[config.mk]
export PLATFORM = sky130hd
export DESIGN_NAME = tiny_prog_loader
export DESIGN_NICKNAME = d
export VERILOG_FILES = /design/src/rtl/tiny_loader_pkg.sv /design/src/rtl/tiny_prog_ram.sv /design/src/rtl/tiny_prog_loader.sv
export SDC_FILE = /design/constraint.sdc
export NUM_CORES = 1
export LEC_CHECK = 0
export ABC_AREA = 1
export BUFFER_PORTS_ARGS = -buffer_cell sky130_fd_sc_hd__buf_4
export CAP_MARGIN = 10
export CELL_PAD_IN_SITES_DETAIL_PLACEMENT = 0
export CELL_PAD_IN_SITES_GLOBAL_PLACEMENT = 1
export CORE_MARGIN = 5
export CORE_UTILIZATION = 46
export DETAILED_ROUTE_END_ITERATION = 10
export GPL_TIMING_DRIVEN = 1
export PLACE_DENSITY = 0.82
export SLEW_MARGIN = 15
export SYNTH_ARGS = -nofsm -noshare
export SYNTH_HDL_FRONTEND = slang
export SYNTH_SLANG_ARGS = --single-unit
export TNS_END_PERCENT = 1
[constraint.sdc]
create_clock -name clock -period 1.6 [get_ports clock]
set_input_delay 0.32 -clock clock [delete_from_list [all_inputs] [get_ports clock]]
set_output_delay 0.32 -clock clock [all_outputs]
set_load 0.01 [all_outputs]
[src/rtl/tiny_loader_pkg.sv]
// Shared types and constants for the tiny processor program loader.
// Optional checksum stage: TINY_LOADER_CHECKSUM_EN.
package tiny_loader_pkg;

  localparam int ADDR_W_DEF = 4;
  localparam int NIBBLE_W   = 4;
  localparam int BYTE_W     = 8;

  typedef enum logic [2:0] {
    IDLE = 3'd0,
    HI   = 3'd1,
    LO   = 3'd2,
    WR   = 3'd3,
    CK   = 3'd4,
    DN   = 3'd5
  } state_t;

endpackage

[src/rtl/tiny_prog_ram.sv]
// Program store: flop array, async clear, sync write, async read.
// Clearing on reset guarantees no partial program survives an aborted load.
module tiny_prog_ram
  import tiny_loader_pkg::*;
#(
  parameter int ADDR_W = ADDR_W_DEF
) (
  input  logic              clock,
  input  logic              reset_n,
  input  logic              we,
  input  logic [ADDR_W-1:0] waddr,
  input  logic [BYTE_W-1:0] wdata,
  input  logic [ADDR_W-1:0] rd_addr,
  output logic [BYTE_W-1:0] rd_data
);

  localparam int DEPTH = 2 ** ADDR_W;

  logic [BYTE_W-1:0] mem [DEPTH];

  always_ff @(posedge clock or negedge reset_n) begin
    if (!reset_n) begin
      for (int i = 0; i < DEPTH; i++) begin
        mem[i] <= '0;
      end
    end else if (we) begin
      mem[waddr] <= wdata;
    end
  end

  assign rd_data = mem[rd_addr];

endmodule

[src/rtl/tiny_prog_loader.sv]
// Nibble-stream program loader; holds the CPU while filling program RAM.
// Checksum byte and load_err exist only with TINY_LOADER_CHECKSUM_EN.
module tiny_prog_loader
  import tiny_loader_pkg::*;
#(
  parameter int ADDR_W = ADDR_W_DEF
) (
  input  logic                clock,
  input  logic                reset_n,
  input  logic                load_start,
  input  logic                nib_valid,
  input  logic [NIBBLE_W-1:0] nib_data,
  output logic                nib_ready,
  output logic                load_busy,
  output logic                load_done,
  output logic                load_err,
  output logic                cpu_hold,
  input  logic [ADDR_W-1:0]   rd_addr,
  output logic [BYTE_W-1:0]   rd_data
);

  state_t              state;
  state_t              nstate;
  logic [ADDR_W-1:0]   addr;
  logic [NIBBLE_W-1:0] hi;
  logic [NIBBLE_W-1:0] lo;
  logic                xfer;
  logic                last;
  logic                ck_last;

  assign xfer = nib_valid && nib_ready;
  assign last = (addr == '1);

  always_ff @(posedge clock or negedge reset_n) begin
    if (!reset_n) begin
      state <= IDLE;
      addr  <= '0;
      hi    <= '0;
      lo    <= '0;
    end else begin
      state <= nstate;
      if (state == IDLE && load_start) addr <= '0;
      if (state == HI && xfer) hi <= nib_data;
      if (state == LO && xfer) lo <= nib_data;
      if (state == WR && !last) addr <= addr + ADDR_W'(1);
    end
  end

`ifdef TINY_LOADER_CHECKSUM_EN
  logic [BYTE_W-1:0]   sum;
  logic [BYTE_W-1:0]   total;
  logic [NIBBLE_W-1:0] chk_hi;
  logic                ck_lo;
  logic                err;

  assign total   = sum + {chk_hi, nib_data};
  assign ck_last = ck_lo;

  always_ff @(posedge clock or negedge reset_n) begin
    if (!reset_n) begin
      sum    <= '0;
      chk_hi <= '0;
      ck_lo  <= 1'b0;
      err    <= 1'b0;
    end else begin
      if (state == IDLE && load_start) begin
        sum   <= '0;
        ck_lo <= 1'b0;
        err   <= 1'b0;
      end
      if (state == WR) sum <= sum + {hi, lo};
      if (state == CK && xfer) begin
        if (!ck_lo) begin
          chk_hi <= nib_data;
          ck_lo  <= 1'b1;
        end else begin
          ck_lo <= 1'b0;
          err   <= (total != '0);
        end
      end
    end
  end

  assign load_err = err;
`else
  assign ck_last  = 1'b0;
  assign load_err = 1'b0;
`endif

  always_comb begin
    nstate    = state;
    nib_ready = 1'b0;
    unique case (state)
      IDLE: if (load_start) nstate = HI;
      HI: begin
        nib_ready = 1'b1;
        if (xfer) nstate = LO;
      end
      LO: begin
        nib_ready = 1'b1;
        if (xfer) nstate = WR;
      end
      WR: begin
        if (!last) nstate = HI;
`ifdef TINY_LOADER_CHECKSUM_EN
        else nstate = CK;
`else
        else nstate = DN;
`endif
      end
      CK: begin
`ifdef TINY_LOADER_CHECKSUM_EN
        nib_ready = 1'b1;
        if (xfer && ck_last) nstate = DN;
`else
        nstate = IDLE;
`endif
      end
      DN:      nstate = IDLE;
      default: nstate = IDLE;
    endcase
  end

  assign load_done = (state == DN);
  assign load_busy = (state != IDLE);
  assign cpu_hold  = load_busy;

  tiny_prog_ram #(
    .ADDR_W(ADDR_W)
  ) u_ram (
    .clock   (clock),
    .reset_n (reset_n),
    .we      (state == WR),
    .waddr   (addr),
    .wdata   ({hi, lo}),
    .rd_addr (rd_addr),
    .rd_data (rd_data)
  );

endmodule
==> results.py <==
metrics = {
    "cts": {
        "numCtsBuffers": 17,
        "cts_root_buffer": "clkbuf_16",
        "h-tree-depth": 4,
        "clk_latency_ps": 430,
        "clk_pin_slew_worst_paths_ps": 60,
        "cts_tree": "yes",
        "cts_buffer_depth": 2,
        "clkSinkCount": 143,
    },
    "worst_setup_path": {
        "required_ps": 1280,
        "path_class": "flip-flop to primary output",
        "setup.worst_path.end_class": "primary output",
        "startpoint_type": "flip-flop",
        "worst_ep_arrival_time_ps": 1400,
        "cp_max_fo": 2,
    },
    "pwr": {
        "power_leakage_nw": 4.22,
        "p_int_w": 0.00875,
        "swShare_pct": 33.7,
        "pwr_density_cell_mw_per_mm2": 1560,
        "power_frac_seq_pct": 39.7,
        "clock_power_share_pct": 33.2,
        "pwr-share-comb_pct": 27.1,
        "vdd_drop_max_v": 0.00121,
        "power.switching_w": 0.00444,
    },
    "floorplanning": {
        "rows": 45,
        "initial_core_util_pct": 46.6,
        "io-pin-count": 25,
        "core-area_sq_mm": 0.0151,
        "die_width_um": 134,
        "dieArea_sq_mm": 0.0179,
        "die_y_um": 134,
    },
    "sta": {
        "rsz0062_at_grt": "true",
        "finalSetupViolCount": 9,
        "finalWorstSetupSlack_ps": -117,
        "fmax_mhz": 582,
        "period_share_pct": 107,
        "slew_headroom_pct": 62.0,
        "finalMaxSlewViolations": 0,
        "fin_crit_ps": 1720,
        "timing_hold_violations_final": 0,
        "clock_skew_ps": 9.15,
        "tightest_slew_ps": 569,
    },
    "yosys": {
        "yosys.area.top_type": "dfrtp_1",
        "synth-seq-cells": 143,
        "synth.most_common_cell": "nand2_1",
        "synth-main-ff-cell": "dfrtp_1",
        "postSynthAreaPerCell_sq_um": 7.59,
        "ys_seq_area_share_pct": 50.7,
        "synth_area_leaders": "dfrtp_1, nand2_1, o21ai_0",
        "yosys-top-cells-count": "nand2_1, dfrtp_1, o21ai_0",
        "async_reset_ff_share_pct": 100,
        "syn_inst": 930,
        "yosysWarnings": 0,
        "yosysTopAreaCellShare_pct": 50.7,
        "syn_nets": 946,
        "synth-edff-count": 0,
        "syn_area_sq_mm": 0.00706,
        "synth_cell_types": 22,
    },
    "grt": {
        "gr-total-overflow": 0,
        "grt_usage_pct": 21.5,
        "first_global_vias": 5676,
        "grt_max_degree": 55,
        "grt_first_pass_wirelength_um": 30100,
        "antenna_found_initial": 0,
    },
    "cells_and_area": {
        "layout.area.seq_sq_mm": 0.00358,
        "multi_input_area_sq_mm": 0.00283,
        "fin_util_pct": 55.9,
        "fin_cells": 1163,
        "layout-drive-gt1-share_pct": 14.2,
        "nNetsFinal": 978,
        "antenna_cells": 0,
        "areaGrowthSynthToFinish_pct": 19.9,
        "fill_cells": 1428,
    },
    "hold_path": {
        "hp-class": "input port to flip-flop",
    },
    "placed_design": {
        "portBuffers": 23,
        "post-dp-hpwl_um": 11900,
        "place.gp.congestion": 0.809,
        "placed_cells": 1127,
        "pre_cts_slack_ps": -89.3,
    },
    "routing": {
        "num_vias": 5889,
        "drc": 0,
        "routed_wl_um": 18200,
        "wl_per_cell_um": 15.6,
        "firstDrtPassIters": 5,
        "drtIter0Drc": 440,
        "ant_nets": 0,
        "vias_per_cell": 5.06,
    },
    "job": {
        "drv_cap": 0,
    },
    "outcome": {
        "violations": "setup timing",
        "status": "finished, violations left",
    },
}
## power groups by stage
stage,sequential (W),clock (W),combinational [W]
floorplan,0.00510,0,0.00241
global placement,0.00525,0,0.00344
detailed placement,0.00527,0,0.00349
CTS,0.00523,0.00444,0.00356
global route,0.00537,0.00461,0.00409
finish,0.00524,0.00437,0.00357
## area by class of cell
class,instances,share of cell area [%]
flip-flops and latches,143,42.3
multi-input cells,607,33.4
repair buffers,65,8.19
inverters,128,5.67
clock buffers,18,5.19
well taps,188,2.78
clock inverters,14,2.53
## critical path, cell delays in order (launching register included)
cell and delay (ps):
dfrtp_1 370, inv_1 60, nand2_1 50, nand3_1 80
nand3_2 120, nand3_2 100, nand2_1 70, buf_6 120
## per-layer routing
layer | track usage, % | wire (um)
met4 | 6.51 | 347
met1 | 30.2 | 8730
met3 | 4.73 | 718
met2 | 33.5 | 8380
met5 | 0 | 0
## worst paths after layout
kind	startpoint	to	slack, ps	cells after the start
max in group asynchronous	reset_n	u_ram.mem[65]	770	3
min in group asynchronous	reset_n	u_ram.mem[115]	280	2
setup reg to reg	state[2]	u_ram.mem[5]	140	6
hold / removal	load_start	state[0]	150	3
setup / recovery	u_ram.mem[120]	rd_data[0]	-120	7
hold reg to reg	u_ram.mem[116]	u_ram.mem[116]	480	2
## sequential cells by signal, summed over array words and instances (netlist names)
register	count
hi	4
state	3
addr	4
lo	4
u_ram.mem	128
## what timing repair did
action,in CTS,in global routing
endpoints found under the setup margin,11,12
endpoints found under the hold margin,89,0
resized for setup,19,17
hold buffers,1,0
pin swaps,20,10
buffers inserted,1,2
## cell families (layout without fill, tap and decap cells)
logic type | count (synthesis) | count (layout) | synth area share (%)
AOI/OAI and AO/OA | 141 | 141 | 10.0
adders and majority gates | 4 | 4 | 0.709
other | 1 | 1 | 0.0531
DFF | 143 | 143 | 50.7
and+or+nand+nor | 459 | 459 | 27.3
xor gates and xnor gates | 2 | 2 | 0.248
buffers and inverters | 180 | 225 | 11.0
## per-stage QoR
stage,area (sq um),TNS [ps],power (W),hold WS (ps)
after global routing,8470,-1680,0.0141,165
after global placement,7650,-496,0.00869,160
after detailed placement,7650,-546,0.00875,160
final,8470,-834,0.0132,151
after CTS,8390,-960,0.0132,147
after floorplan,7060,0,0.00751,24.4
## cell usage in the layout, fill, tap and decap left out, types with 2 or more instances in the layout
| master | n |
|---|---|
| buf_12 | 15 |
| buf_4 | 45 |
| buf_6 | 4 |
| bufinv_16 | 5 |
| clkbuf_16 | 17 |
| clkinv_2 | 3 |
| clkinv_4 | 2 |
| clkinvlp_4 | 3 |
| dfrtp_1 | 142 |
| ha_1 | 4 |
| inv_1 | 123 |
| inv_2 | 5 |
| nand2_1 | 320 |
| nand2_2 | 7 |
| nand2_4 | 8 |
| nand3_1 | 85 |
| nand3_2 | 19 |
| nor2_1 | 17 |
| o21ai_0 | 133 |
| o21ai_1 | 7 |
Note: power is estimated with default switching activity, not from simulation.
